File: src/rtl/ctrl_pkg.sv
// Shared types and opcode constants for the multicycle control unit.
package ctrl_pkg;

    typedef enum logic [2:0] {
        ST_IDLE,
        ST_FETCH,
        ST_DECODE,
        ST_EXEC,
        ST_MEM,
        ST_WB
    } state_e;

    typedef enum logic [3:0] {
        CLS_NOP,
        CLS_BRANCH,
        CLS_JUMP,
        CLS_IMM,
        CLS_LOAD,
        CLS_STORE,
        CLS_ALU,
        CLS_HALT,
        CLS_ILLEGAL
    } instr_class_e;

    localparam int OP_NOP    = 0;
    localparam int OP_LOAD   = 8;
    localparam int OP_STORE  = 9;
    localparam int OP_ALU_LO = 10;
    localparam int OP_ALU_HI = 13;
    localparam int OP_RSVD   = 14;
    localparam int OP_HALT   = 15;

    // Classes that retire straight out of EXEC without a MEM/WB phase.
    function automatic logic is_pc_class(input instr_class_e c);
        return (c == CLS_NOP) || (c == CLS_BRANCH) || (c == CLS_JUMP);
    endfunction

endpackage

File: src/rtl/ctrl_decode.sv
// Combinational opcode -> instruction-class decode.
module ctrl_decode
    import ctrl_pkg::*;
#(
    parameter int OPCODE_W  = 4,
    parameter int BRANCH_LO = 1,
    parameter int BRANCH_HI = 5,
    parameter int JUMP_OP   = 6,
    parameter int IMM_OP    = 7
) (
    input  logic [OPCODE_W-1:0] opcode_i,
    output instr_class_e        cls_o
);

    localparam logic [OPCODE_W-1:0] V_NOP    = OPCODE_W'(OP_NOP);
    localparam logic [OPCODE_W-1:0] V_BR_LO  = OPCODE_W'(BRANCH_LO);
    localparam logic [OPCODE_W-1:0] V_BR_HI  = OPCODE_W'(BRANCH_HI);
    localparam logic [OPCODE_W-1:0] V_JUMP   = OPCODE_W'(JUMP_OP);
    localparam logic [OPCODE_W-1:0] V_IMM    = OPCODE_W'(IMM_OP);
    localparam logic [OPCODE_W-1:0] V_LOAD   = OPCODE_W'(OP_LOAD);
    localparam logic [OPCODE_W-1:0] V_STORE  = OPCODE_W'(OP_STORE);
    localparam logic [OPCODE_W-1:0] V_ALU_LO = OPCODE_W'(OP_ALU_LO);
    localparam logic [OPCODE_W-1:0] V_ALU_HI = OPCODE_W'(OP_ALU_HI);
    localparam logic [OPCODE_W-1:0] V_HALT   = OPCODE_W'(OP_HALT);

    // Anything not matched (the reserved code and every value above 15) is illegal.
    always_comb begin
        cls_o = CLS_ILLEGAL;
        if (opcode_i == V_NOP)
            cls_o = CLS_NOP;
        else if (opcode_i >= V_BR_LO && opcode_i <= V_BR_HI)
            cls_o = CLS_BRANCH;
        else if (opcode_i == V_JUMP)
            cls_o = CLS_JUMP;
        else if (opcode_i == V_IMM)
            cls_o = CLS_IMM;
        else if (opcode_i == V_LOAD)
            cls_o = CLS_LOAD;
        else if (opcode_i == V_STORE)
            cls_o = CLS_STORE;
        else if (opcode_i >= V_ALU_LO && opcode_i <= V_ALU_HI)
            cls_o = CLS_ALU;
        else if (opcode_i == V_HALT)
            cls_o = CLS_HALT;
    end

endmodule

File: src/rtl/multicycle_control_unit.sv
// Multicycle CPU control FSM (IDLE/FETCH/DECODE/EXEC/MEM/WB).
// Define CTRL_PERF_CNT_EN to add the retired-instruction counter output instr_count.
module multicycle_control_unit
    import ctrl_pkg::*;
#(
    parameter int OPCODE_W  = 4,
    parameter int BRANCH_LO = 1,
    parameter int BRANCH_HI = 5,
    parameter int JUMP_OP   = 6,
    parameter int IMM_OP    = 7
) (
    input  logic                clk,
    input  logic                rst,
    input  logic                start,
    input  logic [OPCODE_W-1:0] opcode,
    input  logic                fetch_ack,
    input  logic                mem_ack,
    input  logic                branch_taken,
    output logic                fetch_req,
    output logic                ir_load,
    output logic                mem_req,
    output logic                mem_we,
    output logic                reg_we,
    output logic                pc_en,
    output logic                pc_sel_target,
    output logic                branch_en,
    output logic                jump_en,
    output logic                immediate_en,
    output logic                illegal_op,
    output logic                busy
`ifdef CTRL_PERF_CNT_EN
    ,
    output logic [31:0]         instr_count
`endif
);

    state_e       state_q, state_d;
    instr_class_e cls_q, cls_d, dec_cls;
    logic         branch_en_q, branch_en_d;
    logic         jump_en_q, jump_en_d;
    logic         imm_en_q, imm_en_d;
    logic         illegal_q, illegal_d;

    ctrl_decode #(
        .OPCODE_W  (OPCODE_W),
        .BRANCH_LO (BRANCH_LO),
        .BRANCH_HI (BRANCH_HI),
        .JUMP_OP   (JUMP_OP),
        .IMM_OP    (IMM_OP)
    ) u_decode (
        .opcode_i (opcode),
        .cls_o    (dec_cls)
    );

    always_ff @(posedge clk or posedge rst) begin
        if (rst) begin
            state_q     <= ST_IDLE;
            cls_q       <= CLS_NOP;
            branch_en_q <= 1'b0;
            jump_en_q   <= 1'b0;
            imm_en_q    <= 1'b0;
            illegal_q   <= 1'b0;
        end else begin
            state_q     <= state_d;
            cls_q       <= cls_d;
            branch_en_q <= branch_en_d;
            jump_en_q   <= jump_en_d;
            imm_en_q    <= imm_en_d;
            illegal_q   <= illegal_d;
        end
    end

    always_comb begin
        state_d       = state_q;
        cls_d         = cls_q;
        branch_en_d   = branch_en_q;
        jump_en_d     = jump_en_q;
        imm_en_d      = imm_en_q;
        illegal_d     = illegal_q;
        fetch_req     = 1'b0;
        ir_load       = 1'b0;
        mem_req       = 1'b0;
        mem_we        = 1'b0;
        reg_we        = 1'b0;
        pc_en         = 1'b0;
        pc_sel_target = 1'b0;

        unique case (state_q)
            ST_IDLE: begin
                if (start) begin
                    illegal_d = 1'b0;
                    state_d   = ST_FETCH;
                end
            end
            ST_FETCH: begin
                fetch_req = 1'b1;
                if (fetch_ack) begin
                    ir_load = 1'b1;
                    state_d = ST_DECODE;
                end
            end
            ST_DECODE: begin
                // Flags follow every decode, including illegal/HALT (which clear them).
                cls_d       = dec_cls;
                branch_en_d = (dec_cls == CLS_BRANCH);
                jump_en_d   = (dec_cls == CLS_JUMP);
                imm_en_d    = (dec_cls == CLS_IMM);
                if (dec_cls == CLS_ILLEGAL) begin
                    illegal_d = 1'b1;
                    state_d   = ST_IDLE;
                end else if (dec_cls == CLS_HALT) begin
                    state_d = ST_IDLE;
                end else begin
                    state_d = ST_EXEC;
                end
            end
            ST_EXEC: begin
                if (is_pc_class(cls_q)) begin
                    pc_en         = 1'b1;
                    pc_sel_target = (cls_q == CLS_JUMP) ||
                                    ((cls_q == CLS_BRANCH) && branch_taken);
                    state_d       = ST_FETCH;
                end else if (cls_q == CLS_LOAD || cls_q == CLS_STORE) begin
                    state_d = ST_MEM;
                end else if (cls_q == CLS_IMM || cls_q == CLS_ALU) begin
                    state_d = ST_WB;
                end else begin
                    state_d = ST_IDLE;
                end
            end
            ST_MEM: begin
                mem_req = 1'b1;
                mem_we  = (cls_q == CLS_STORE);
                if (mem_ack) begin
                    if (cls_q == CLS_STORE) begin
                        pc_en   = 1'b1;
                        state_d = ST_FETCH;
                    end else begin
                        state_d = ST_WB;
                    end
                end
            end
            ST_WB: begin
                reg_we  = 1'b1;
                pc_en   = 1'b1;
                state_d = ST_FETCH;
            end
            default: state_d = ST_IDLE;
        endcase
    end

    assign branch_en    = branch_en_q;
    assign jump_en      = jump_en_q;
    assign immediate_en = imm_en_q;
    assign illegal_op   = illegal_q;
    assign busy         = (state_q != ST_IDLE);

`ifdef CTRL_PERF_CNT_EN
    logic [31:0] instr_cnt_q, instr_cnt_d;

    // Every pc_en cycle retires exactly one instruction; wraps naturally.
    assign instr_cnt_d = pc_en ? instr_cnt_q + 32'd1 : instr_cnt_q;

    always_ff @(posedge clk or posedge rst) begin
        if (rst) instr_cnt_q <= '0;
        else     instr_cnt_q <= instr_cnt_d;
    end

    assign instr_count = instr_cnt_q;
`endif

endmodule

File: config.mk
export PLATFORM = sky130hd
export DESIGN_NAME = multicycle_control_unit
export DESIGN_NICKNAME = d
export VERILOG_FILES = /design/src/rtl/ctrl_pkg.sv /design/src/rtl/ctrl_decode.sv /design/src/rtl/multicycle_control_unit.sv
export SDC_FILE = /design/constraint.sdc
export NUM_CORES = 1
export LEC_CHECK = 0
export ABC_AREA = 0
export ABC_CLOCK_PERIOD_IN_PS = 1900
export BUFFER_PORTS_ARGS = -buffer_cell sky130_fd_sc_hd__buf_2
export CAP_MARGIN = 20
export CORE_MARGIN = 2
export CORE_UTILIZATION = 48
export DETAILED_ROUTE_END_ITERATION = 7
export PLACE_DENSITY_LB_ADDON = 0.25
export SLEW_MARGIN = 20
export SYNTH_ARGS = -nofsm -noshare
export SYNTH_HDL_FRONTEND = slang
export SYNTH_SLANG_ARGS = --single-unit
File: constraint.sdc
create_clock -name clk -period 1.9 [get_ports clk]
set_input_delay 0.19 -clock clk [delete_from_list [all_inputs] [get_ports clk]]
set_output_delay 0.19 -clock clk [all_outputs]
set_load 0.1 [all_outputs]
==> reports/qor.yml <==
critical_path:
  cp_cell_sequence: "or4bb_1, nor2_4, a211o_4, buf_12"
  worstPathRequired_ns: 1.71
  worstSetupPathType: "flop to output port"
  slowest_stage: "or4bb_1"
  cp_max_fo: 7
  r2r-start: "state_q[1]$_DFFE_PP0P_"
  start_kind: "flop"
  crit_path_start: "cls_q[1]$_DFFE_PP0P_"
  cpPeakStageDelay_ns: 0.54
  cp-end-kind: "output port"
  critPathArrivalTime_ns: 1.70
synth:
  ys_top_cells_by_area: "dfrtp_1 39%, nand2_1 6.3%, nor2_1 5.3%, a21oi_1 4.2%, mux2i_1 2.8%"
  yosys_warnings: 0
  synth_top_area_share: 0.388
  synth.ff_latch_count: 11
  synthCells: 82
  avgSynthCellArea_um2: 8.65
  yosys.area.top_type: "dfrtp_1"
  syn_nets: 92
  yosysUniqueCellTypes: 34
  synth-seq-area-share: 0.388
  synth_area_um2: 709
final_layout:
  drive_gt1_frac: 0.359
  final_cells: 118
  layout_common_cells: "17 x buf_2, 12 x nand2_1, 9 x nor2_1, 9 x dfrtp_1, 6 x a21oi_1"
  ff_latch_area_um2: 278
  nFillCells: 106
  area_delta_synth_final_pct: 34.9
  diodes: 0
  multi_input_area_um2: 433
  final_common_cell: "buf_2"
  final_net_count: 114
floorplan:
  die_y_um: 42.4
  dieArea_um2: 1800
  ioPinCount: 22
  core_um2: 1330
  rows: 13
  die_w_um: 42.4
  start_util: 0.532
sta:
  relSlewSlack: 0.677
  holdWs_ns: 0.152
  worst_slack_ns: 0.0143
  fin_crit_sh: 0.992
  setup_violations: 0
  fmax_ghz: 0.530
  slew_violations: 0
  rsz0062_at_grt: "yes"
  fin_crit_ns: 1.89
  skew_ns: 0.00112
  final_hold_viol_count: 0
  tightest_slew_ns: 0.487
placed_design:
  pre_cts_slack_ns: 0.236
  gp_congestion: 0.761
  numPlacedInstances: 112
  dp_hpwl_um: 1110
  port_buffers: 21
clock_tree:
  numCtsBuffers: 3
  cts_tree: "done"
  clockRootBuffer: "clkbuf_4"
  path_clk_slew_ns: 0.06
  cts_buffer_depth: 2
  worstSkewPairLatency_ns: 0.26
  clock_sinks: 11
  h-tree-depth: 1
detailed_routing:
  vias: 647
  ant_nets: 0
  drcViolationCount: 0
  routed_wl_um: 1420
  vias_per_cell: 5.48
  first_pass_iters: 4
  drt_iter0_drc: 13
  wl_per_cell_um: 12.1
global_routing:
  grt_pass1_wl_um: 2450
  grt_start_max_net_pins: 16
  grt_antenna_before_repair: 0
  grt_pass1_vias: 585
  grt-ovfl-total: 0
  grt_usage: 0.178
run:
  cap_violations: 0
worst_hold_path:
  hp-start: "fetch_ack"
  hold_path_class: "input port to flop"
run_status:
  status: "finished, final reports clean"
[per-layer routing]
| metal | GRT usage | vias to the layer above | wire length (µm) |
|---|---|---|---|
| li1 | - | 335 | - |
| met1 | 0.226 | 294 | 626 |
| met2 | 0.298 | 16 | 724 |
| met3 | 0.0259 | 2 | 64 |
| met4 | 0.0750 | 0 | 8 |
| met5 | 0 | - | 0 |
[final timing paths]
| path | endpoint | slack (ns) | cells past startpoint |
|---|---|---|---|
| hold / removal | state_q[0]$_DFFE_PP0P_ | 0.15 | 2 |
| hold reg to reg | illegal_op$_DFFE_PP0P_ | 0.48 | 1 |
| setup / recovery | pc_en | 0.01 | 4 |
| setup reg to reg | immediate_en$_DFFE_PP0P_ | 0.32 | 2 |
| max in group asynchronous | state_q[0]$_DFFE_PP0P_ | 1.14 | 3 |
| min in group asynchronous | immediate_en$_DFFE_PP0P_ | 0.45 | 3 |
[metrics by stage]
stage           util  cell area (µm²)  TNS [ns]
2_1_floorplan      -              741    -0.184
3_3_place_gp   0.669              892         0
3_5_place_dp   0.669              892         0
4_1_cts        0.699              932   -0.0262
5_1_grt        0.718              957   -0.0436
6_report       0.718              957         0
[area by class of cell]
type,instances,area share
inverter,4,0.0196
sequential,11,0.290
tap,15,0.0196
timing repair buffer,23,0.191
clock buffer,4,0.0275
multi-input combinational,61,0.452
[critical path: cells and delay by family, from the launching register on]
family / cells / cell delay (ns)
buffers and inverters: 1 / 0.16
AO/OA/AOI/OAI: 1 / 0.14
AND/OR/NAND/NOR: 2 / 0.69
flip-flops: 1 / 0.45
[cells in the mapped netlist, drive strengths merged]
cell type,instances
nand2b,1
buf,3
nand2,12
a211o,1
o22ai,1
a31o,1
clkbuf,3
xnor2,1
a22o,1
a21o,2
maj3,1
a22oi,1
or3b,2
dfrtp,11
mux2i,2
a21oi,6
and3b,2
o21ai,4
or4bb,1
or3,1
nor2,10
a21boi,1
o31ai,1
and3,1
nor2b,1
nand4bb,1
nand4,1
nand3b,2
o32ai,1
o41ai,2
inv,4
[flip-flops by register name, summed over array words and instances (netlist names)]
register,flops
branch_en,1
cls_q,4
illegal_op,1
immediate_en,1
jump_en,1
state_q,3
[logic make-up after synthesis]
kind of cell / share of synthesized area
adders and majority gates: 0.0141
muxes: 0.0282
AOI/OAI and AO/OA: 0.213
xor gates and xnor gates: 0.0123
DFF: 0.388
buffers and inverters: 0.0670
and+or+nand+nor: 0.277
[what timing repair did]
| action | CTS | global route |
|---|---|---|
| gates resized for setup | 2 | 3 |
| endpoints found under the hold margin | 11 | 0 |
| pin swaps | 1 | 1 |
| setup buffers | 0 | 1 |
| hold buffers | 1 | 0 |
| setup endpoints to repair | 2 | 2 |
Power is left out: the tool's default activity adds up to more than one toggle a clock period on the data nets, which glitch-free logic cannot reach.
